===== src/rtl/edge_grad_3x3.sv =====
// edge_grad_3x3: 3x3 Sobel/Prewitt gradient magnitude stage, 4-stage pipe with global stall.
// Define EDGE_DIR_EN to add the dst_dir edge-direction output.
module edge_grad_3x3 #(
  parameter int DATA_W = 8,
  parameter int CNT_W = 12
) (
  input  logic                  clk,
  input  logic                  rst,
  input  logic [CNT_W-1:0]      img_width,
  input  logic [CNT_W-1:0]      img_height,
  input  logic                  cfg_kernel,
  input  logic                  cfg_mag,
  input  logic [1:0]            cfg_shift,
  input  logic                  cfg_thr_en,
  input  logic [DATA_W-1:0]     cfg_thr,
  input  logic                  src_valid,
  output logic                  src_ready,
  input  logic [9*DATA_W-1:0]   src_data,
  output logic                  dst_valid,
  input  logic                  dst_ready,
  output logic [DATA_W-1:0]     dst_data,
  output logic                  dst_sof,
  output logic                  dst_eol
`ifdef EDGE_DIR_EN
  ,
  output logic [1:0]            dst_dir
`endif
);
  localparam int PW = DATA_W + 2;
  localparam int MW = DATA_W + 3;
  typedef struct packed {
    logic [1:0]        shift;
    logic              thr_en;
    logic [DATA_W-1:0] thr;
  } ocfg_t;
  typedef struct packed {
    logic  kernel;
    logic  mag;
    ocfg_t o;
  } cfg_t;
  typedef struct packed {
    logic v;
    logic sof;
    logic eol;
  } tag_t;
  typedef struct packed {
    tag_t          t;
    logic          mag;
    ocfg_t         o;
    logic [PW-1:0] l;
    logic [PW-1:0] r;
    logic [PW-1:0] tp;
    logic [PW-1:0] b;
  } s1_t;
  typedef struct packed {
    tag_t          t;
    logic          mag;
    ocfg_t         o;
    logic [PW-1:0] ax;
    logic [PW-1:0] ay;
`ifdef EDGE_DIR_EN
    logic          sx;
    logic          sy;
`endif
  } s2_t;
  typedef struct packed {
    tag_t          t;
    ocfg_t         o;
    logic [MW-1:0] m;
`ifdef EDGE_DIR_EN
    logic [1:0]    dir;
`endif
  } s3_t;

  function automatic logic [PW-1:0] wsum(input logic k, input logic [DATA_W-1:0] a, b, c);
    return PW'(a) + PW'(c) + (k ? PW'(b) : PW'(b) << 1);
  endfunction

  function automatic logic [PW-1:0] adiff(input logic [PW-1:0] a, b);
    return a >= b ? a - b : b - a;
  endfunction

  logic adv, acc, first, last_col, last_row;
  logic [CNT_W-1:0] col_q, col_d, row_q, row_d;
  cfg_t cfg_q, cfg_d, cfg_in, cur;
  s1_t s1_q, s1_d;
  s2_t s2_q, s2_d;
  s3_t s3_q, s3_d;
  logic dv_q, dv_d, sof_q, sof_d, eol_q, eol_d;
  logic [DATA_W-1:0] data_q, data_d, sat, res;
  logic [MW-1:0] sh;
  logic [DATA_W-1:0] p [9];

  for (genvar i = 0; i < 9; i++) begin : g_px
    assign p[i] = src_data[i*DATA_W +: DATA_W];
  end

  assign adv = !dv_q || dst_ready;
  assign src_ready = adv;
  assign acc = src_valid && adv;
  assign first = col_q == '0 && row_q == '0;
  assign last_col = col_q == img_width - CNT_W'(1);
  assign last_row = row_q == img_height - CNT_W'(1);
  assign cfg_in = {cfg_kernel, cfg_mag, cfg_shift, cfg_thr_en, cfg_thr};
  // The frame-start window uses the live config; the rest of the frame uses the latched copy.
  assign cur = first ? cfg_in : cfg_q;

  always_comb begin
    col_d = acc ? (last_col ? '0 : col_q + CNT_W'(1)) : col_q;
    row_d = acc && last_col ? (last_row ? '0 : row_q + CNT_W'(1)) : row_q;
    cfg_d = acc && first ? cfg_in : cfg_q;
  end

  always_comb begin
    s1_d = s1_q;
    s2_d = s2_q;
    s3_d = s3_q;
    if (adv) begin
      s1_d.t = {acc, acc && first, acc && last_col};
      s1_d.mag = cur.mag;
      s1_d.o = cur.o;
      s1_d.l = wsum(cur.kernel, p[0], p[3], p[6]);
      s1_d.r = wsum(cur.kernel, p[2], p[5], p[8]);
      s1_d.tp = wsum(cur.kernel, p[0], p[1], p[2]);
      s1_d.b = wsum(cur.kernel, p[6], p[7], p[8]);
      s2_d.t = s1_q.t;
      s2_d.mag = s1_q.mag;
      s2_d.o = s1_q.o;
      s2_d.ax = adiff(s1_q.r, s1_q.l);
      s2_d.ay = adiff(s1_q.b, s1_q.tp);
`ifdef EDGE_DIR_EN
      s2_d.sx = s1_q.r < s1_q.l;
      s2_d.sy = s1_q.b < s1_q.tp;
`endif
      s3_d.t = s2_q.t;
      s3_d.o = s2_q.o;
      s3_d.m = s2_q.mag ? MW'(s2_q.ax > s2_q.ay ? s2_q.ax : s2_q.ay) : MW'(s2_q.ax) + MW'(s2_q.ay);
`ifdef EDGE_DIR_EN
      s3_d.dir = {s2_q.ay, 1'b0} < {1'b0, s2_q.ax} ? 2'd0 :
                 {s2_q.ax, 1'b0} < {1'b0, s2_q.ay} ? 2'd2 : {s2_q.sx != s2_q.sy, 1'b1};
`endif
    end
  end

  always_comb begin
    sh = s3_q.m >> s3_q.o.shift;
    sat = |sh[MW-1:DATA_W] ? '1 : sh[DATA_W-1:0];
    res = s3_q.o.thr_en ? {DATA_W{sat >= s3_q.o.thr}} : sat;
    dv_d = adv ? s3_q.t.v : dv_q;
    sof_d = adv ? s3_q.t.sof : sof_q;
    eol_d = adv ? s3_q.t.eol : eol_q;
    data_d = adv ? res : data_q;
  end

`ifdef EDGE_DIR_EN
  logic [1:0] dir_q, dir_d;
  always_comb dir_d = adv ? s3_q.dir : dir_q;
  always_ff @(posedge clk or posedge rst)
    if (rst) dir_q <= '0;
    else dir_q <= dir_d;
  assign dst_dir = dir_q;
`endif

  always_ff @(posedge clk or posedge rst)
    if (rst) begin
      col_q <= '0;
      row_q <= '0;
      cfg_q <= '0;
      s1_q <= '0;
      s2_q <= '0;
      s3_q <= '0;
      dv_q <= 1'b0;
      sof_q <= 1'b0;
      eol_q <= 1'b0;
      data_q <= '0;
    end else begin
      col_q <= col_d;
      row_q <= row_d;
      cfg_q <= cfg_d;
      s1_q <= s1_d;
      s2_q <= s2_d;
      s3_q <= s3_d;
      dv_q <= dv_d;
      sof_q <= sof_d;
      eol_q <= eol_d;
      data_q <= data_d;
    end

  assign dst_valid = dv_q;
  assign dst_data = data_q;
  assign dst_sof = sof_q;
  assign dst_eol = eol_q;
endmodule


===== config.mk =====
export PLATFORM = sky130hd
export DESIGN_NAME = edge_grad_3x3
export DESIGN_NICKNAME = d
export VERILOG_FILES = /design/src/rtl/edge_grad_3x3.sv
export SDC_FILE = /design/constraint.sdc
export NUM_CORES = 1
export LEC_CHECK = 0
export ABC_AREA = 1
export ABC_CLOCK_PERIOD_IN_PS = 11000
export BUFFER_PORTS_ARGS = -buffer_cell sky130_fd_sc_hd__buf_2
export CELL_PAD_IN_SITES_DETAIL_PLACEMENT = 0
export CELL_PAD_IN_SITES_GLOBAL_PLACEMENT = 1
export CORE_MARGIN = 4
export CORE_UTILIZATION = 48
export CTS_CLUSTER_SIZE = 10
export DETAILED_ROUTE_END_ITERATION = 10
export GPL_TIMING_DRIVEN = 0
export PLACE_DENSITY_LB_ADDON = 0.12
export RECOVER_POWER = 25
export SKIP_CTS_REPAIR_TIMING = 1
export SYNTH_ARGS = -nofsm -noshare
export SYNTH_HDL_FRONTEND = slang
export SYNTH_SLANG_ARGS = --single-unit

===== constraint.sdc =====
create_clock -name clk -period 11 [get_ports clk]
set_input_delay 0 -clock clk [delete_from_list [all_inputs] [get_ports clk]]
set_output_delay 0 -clock clk [all_outputs]
set_load 0.01 [all_outputs]

======== After elaboration in Yosys (flattened, before gate mapping) ========
Cells that the tools add are included.
cells by class
  bitwise gates (word level) .............. 0
  eq/ne operators ......................... 2
  div/mod/pow operators ................... 0
  reduce and logical (&&, ||, !) cells .... 9
  shift-type cells ........................ 1
  order comparisons ....................... 4
  add/sub/neg operators ................... 17
  muxes and demuxes ....................... 13
  $mul .................................... 0
operators by type and width
  cell                                                                  count
  9-bit by 9-bit adder with 10-bit output                               4
  10-bit subtractor                                                     4
  8-bit by 8-bit adder with 9-bit output                                4
  9-bit two-way mux                                                     4
  10-bit two-way mux                                                    3
  12-bit by 1-bit adder with 12-bit output, second input constant       2
  12-bit == test                                                        2
  12-bit zero test                                                      2
  12-bit two-way mux                                                    2
  12-bit by 1-bit subtractor with 12-bit output, second input constant  2
  10-bit greater-or-equal comparator                                    2
  8-bit two-way mux                                                     2
  13-bit two-way mux                                                    1
  10-bit by 10-bit adder with 11-bit output                             1
  11-bit two-way mux                                                    1
  11-bit by 2-bit right shift with 11-bit output                        1
  10-bit greater-than comparator                                        1
  8-bit greater-or-equal comparator                                     1
  1-bit logical AND                                                     4
  3-bit OR reduction                                                    1
  1-bit zero test                                                       1
  1-bit logical OR                                                      1
word-level totals
  RAM bits ................................ 0
  memory bits (read-only) ................. 0
  bits of input ports ..................... 113
  logic and storage cells ................. 84
  memories ................................ 0
  bits in latches ......................... 0
  output and inout bits ................... 12
  bits in registers ....................... 163

======== Longest topological paths before layout ========
  word-level depth ........................ 5
  depth in mapped cells ................... 26

======== Least setup slack after synthesis ========
OpenSTA, ideal clock, no wires.
  path kind ............................... reg-to-reg
  from .................................... reg col_q[0]
  to ...................................... reg s1_q[27] (netlist name)
  data arrival time ....................... 3.272 ns
  setup slack ............................. 7.598 ns
  data required time ...................... 10.870 ns
  buffers on the path ..................... 2
  stages on the path, launching flop included .. 27
  cell sequence ........................... dfrtp_1 > inv_1 > ha_1 > nand4_1 > nor2_1 > nand3_1 > nand2_1 > o21ai_2 > buf_2 > buf_4 > nand2_1 > nand2_1 > fa_1 > ha_1 > inv_1 > fa_1 > inv_1 > nand2_1 > nand2_1 > nand2_1 > nand2_1 > nand2_1 > nand2_1 > a21oi_1 > nor2_1 > nand3b_1 > o21ai_0
between the ends
  cells in the longest elaborated chain, start to end .. 5
ends and longest elaborated chain
  what                                     RTL line  RTL
  start: declaration                       84        logic [CNT_W-1:0] col_q, col_d, row_q, row_d;
  start signal: assignment                 177       col_q <= col_d;
  12-bit zero test                         101       assign first = col_q == '0 && row_q == '0;
  1-bit logical AND                        101
  13-bit two-way mux                       106       assign cur = first ? cfg_in : cfg_q;
  9-bit two-way mux                        76        return PW'(a) + PW'(c) + (k ? PW'(b) : PW'(b) << 1);
  9-bit by 9-bit adder with 10-bit output  76
  end signal: assignment                   169       s1_q <= '0;
  end signal: assignment                   180       s1_q <= s1_d;
  end: declaration                         86        s1_t s1_q, s1_d;
Every way passes these cells.
A chain may end at the register's enable or synchronous reset.

======== Final worst setup path ========
  from .................................... reg row_q[4]
  to ...................................... reg s1_q[27] (netlist name)
between the ends
  cells in the longest elaborated chain, start to end .. 5
ends and longest elaborated chain
  what                                     RTL line  RTL
  start: declaration                       84
  start signal: assignment                 178       row_q <= row_d;
  12-bit zero test                         101
  1-bit logical AND                        101
  13-bit two-way mux                       106
  9-bit two-way mux                        76
  9-bit by 9-bit adder with 10-bit output  76
Every way passes these cells.

==> impl_metrics.json <==
{
  "setup_viol": 0,
  "synth_top_cells_by_count": "nand2_1 (501), inv_1 (273), dfrtp_1 (163), o21ai_0 (147), nor2_1 (112)",
  "synth.avg_cell_area_um2": 7.297,
  "route.vias.total": 11940,
  "timing.max_cap.violations": 1,
  "failed_checks": "capacitance limit, slew limit",
  "clock_network_power_share": 0.151,
  "final.min_clock_period_ns": 4.164,
  "clk_pin_slew_ns": 0.08,
  "buffer_ports.inserted": 116,
  "timing.setup.critical_path_class": "reg -> reg",
  "hold_path.class": "in -> reg",
  "ys_seq_elements": 163,
  "critPathLaunchType": "flip-flop",
  "yosys-top-cells-area": "dfrtp_1 (31%), nand2_1 (14%), ha_1 (9.8%), inv_1 (7.8%), fa_1 (6.2%)",
  "synth.largest_area_cell": "dfrtp_1",
  "cts.sink_count": 163,
  "share_seq_of_total_power": 0.243,
  "hold_fails_final_rpt": 0,
  "die_w_um": 174.0,
  "worst_slew_pin_slew_ns": 3.240,
  "yosysTopAreaCellShare": 0.3085,
  "cts_htree_levels": 4,
  "yosysWarnings": 0,
  "share_comb_of_total_power": 0.606,
  "power_mw": 4.113,
  "last_weighted_congestion_value_of_the_routability_driven_placer": 0.9292,
  "drt_pre_antenna_iters": 6,
  "ff_latch_area_um2": 4079,
  "first_global_vias": 11750,
  "worst_hold_slack_ns": 0.03953,
  "antenna_found_initial": 0,
  "critical_path_peak_fanout": 10,
  "synth_edf_count": 0,
  "timing.critical_path.arrival_ns": 4.47,
  "seq_area_frac_synth": 0.3085,
  "filler_cell_count": 2617,
  "synth.cell_area_um2": 13220,
  "non_filler_cells_final": 2317,
  "place_ws_ns": 6.884,
  "die_area_um2": 30260,
  "swShare": 0.5032,
  "status": "finished, violations left",
  "power_density_nw_per_um2": 273.8,
  "final_area_um2": 15020,
  "max_slew_margin": -1.172,
  "die_h_um": 174.0,
  "ys_types": 51,
  "start_util": 0.4892,
  "detail-route-antenna-nets": 0,
  "grt_setup_unrepaired": "false",
  "synth.net_count": 2070,
  "cts_tree": "yes",
  "clock_tree.root_cell": "clkbuf_16",
  "antenna-diode-count": 0,
  "numCtsBuffers": 17,
  "postLayoutCoreUtil": 0.5559,
  "clk-insertion-delay-late_ns": 0.44,
  "ys_dominant_reg_cell": "dfrtp_1",
  "finalWirelength_um": 36960,
  "remaining_drc_errors": 0,
  "placement.cell_area_um2": 14260,
  "first_iter_violations": 842,
  "number_of_rows_in_the_core_area": 60,
  "post_synthesis_instance_total": 1812,
  "final_critical_path_setup_slack_ns": 6.836,
  "final.setup.tns_ns": 0,
  "fraction_of_layout_cells_with_a_size_suffix_above_1": 0.1037,
  "maxSlewViolCount": 71,
  "clock.fmax_mhz": 240.2,
  "grt_start_max_net_pins": 94,
  "avgViaCountPerCell": 5.155,
  "syn_to_final_growth_pct": 13.63,
  "worst_case_vdd_ir_drop_uv": 151.1,
  "routedWlPerCell_um": 15.95,
  "floorplan.core_area_um2": 27030,
  "grt_overflow_total": 0,
  "timing.critical_path.to_type": "flip-flop",
  "clock_tree.buffer_depth": 2,
  "number_of_placed_i_o_pins": 125,
  "power_report.internal_total_mw": 2.043,
  "min_period_over_period": 0.3785,
  "crit_required_ns": 11.30,
  "async_flop_share": 1.000,
  "placedCellCount": 2270,
  "power_dissipated_by_switching_net_loads_mw": 2.069,
  "grt_first_pass_wirelength_um": 60070,
  "detailed_placer_s_ending_hpwl_um": 29330,
  "global_route.usage.total": 0.2443,
  "p_leak_nw": 7.888,
  "top_count_cell_post_synth": "nand2_1",
  "timing.clock.skew_ns": 0.01804,
  "layout.nets": 2221,
  "area_used_by_multi_input_combinational_logic_um2": 7830
}
## worst max-delay path, stage by stage, from the launching register on
cell      delay (ns)
dfrtp_1         0.46
inv_1           0.12
nand4_1         0.09
nor3_1          0.33
nand3_1         0.18
o21ai_2         0.26
buf_2           0.25
buf_4           0.23
nand2_1         0.09
fa_1            0.36
inv_1           0.06
ha_1            0.19
inv_1           0.07
fa_1            0.37
inv_1           0.08
nand2_1         0.07
nand2_1         0.09
nand2_1         0.05
nand2_1         0.07
nand2_1         0.07
nand2_1         0.07
a21oi_1         0.07
nor2_1          0.15
nand3b_1        0.16
o21ai_0         0.10
## power by group through the flow
| stage | clock (mW) | sequential (mW) | combinational [mW] |
|---|---|---|---|
| global placement | 0 | 1.00 | 2.44 |
| finish | 0.621 | 1.00 | 2.49 |
| floorplan | 0 | 0.960 | 1.85 |
| detailed placement | 0 | 1.01 | 2.47 |
| global route | 0.654 | 1.03 | 2.86 |
| CTS | 0.631 | 0.999 | 2.48 |
## worst paths after layout
| check | slack, ns | startpoint | endpoint | cells past startpoint |
|---|---|---|---|---|
| max | 6.84 | row_q[4] | s1_q[27] | 24 |
| min | 0.04 | src_data[8] | s1_q[10] | 4 |
| max reg2reg | 6.84 | row_q[4] | s1_q[27] | 24 |
| min reg2reg | 0.48 | s2_q[20] | s3_q[11] | 2 |
| max in group asynchronous | 8.49 | rst | s1_q[13] | 3 |
| min in group asynchronous | 1.04 | rst | s1_q[42] | 3 |
## cells in the final DEF, fill, tap and decap left out, drive strengths merged, types with 2 or more instances in the layout
master	Yosys	layout
buf	15	121
nand4	13	13
o21ai	154	154
xnor2	22	22
o21bai	7	7
a21oi	103	103
xor2	43	43
o21a	3	3
o22ai	12	12
nand3	97	97
clkinv	2	11
clkbuf	39	67
a21boi	2	2
dlygate4sd3	0	15
o211ai	14	14
nand2	507	507
ha	104	104
a21o	4	4
o221ai	4	4
fa	41	41
nor4	5	5
or2	10	10
nand3b	21	21
inv	281	286
nor2	121	121
a31oi	11	11
dfrtp	163	163
nor3	8	8
## flip-flops by register name, indices dropped and copies added (netlist names)
name	flops
cfg_q	13
col_q	12
dst_data	8
dst_eol	1
dst_sof	1
dst_valid	1
row_q	12
s1_q	55
s2_q	35
s3_q	25
## final cells by class
class / instances / area share
clock buffers: 17 / 0.02832
well taps: 341 / 0.02840
plain buffers: 54 / 0.01666
clock inverters: 15 / 0.01358
flip-flops and latches: 163 / 0.2715
repair buffers: 132 / 0.04955
inverters: 283 / 0.07079
multi-input cells: 1312 / 0.5212
## metal layers
metal / global-route usage / part of all wire
met3: 0.03110 / 0.041
met5: 0 / 0
met2: 0.4052 / 0.46
met4: 0.06631 / 0.016
met1: 0.3396 / 0.48
## kinds of logic (layout without fill, tap and decap cells)
| kind of cell | Yosys count | count (layout) | share of synthesized area |
|---|---|---|---|
| adders and majority gates | 145 | 145 | 0.1605 |
| AOI/OAI and AO/OA | 317 | 317 | 0.1300 |
| muxes | 2 | 2 | 0.001609 |
| buffers and inverters | 337 | 501 | 0.09927 |
| and+or+nand+nor | 783 | 783 | 0.2565 |
| xor gates and xnor gates | 65 | 65 | 0.04363 |
| DFF | 163 | 163 | 0.3085 |
Note: power is estimated with default switching activity, not from simulation.
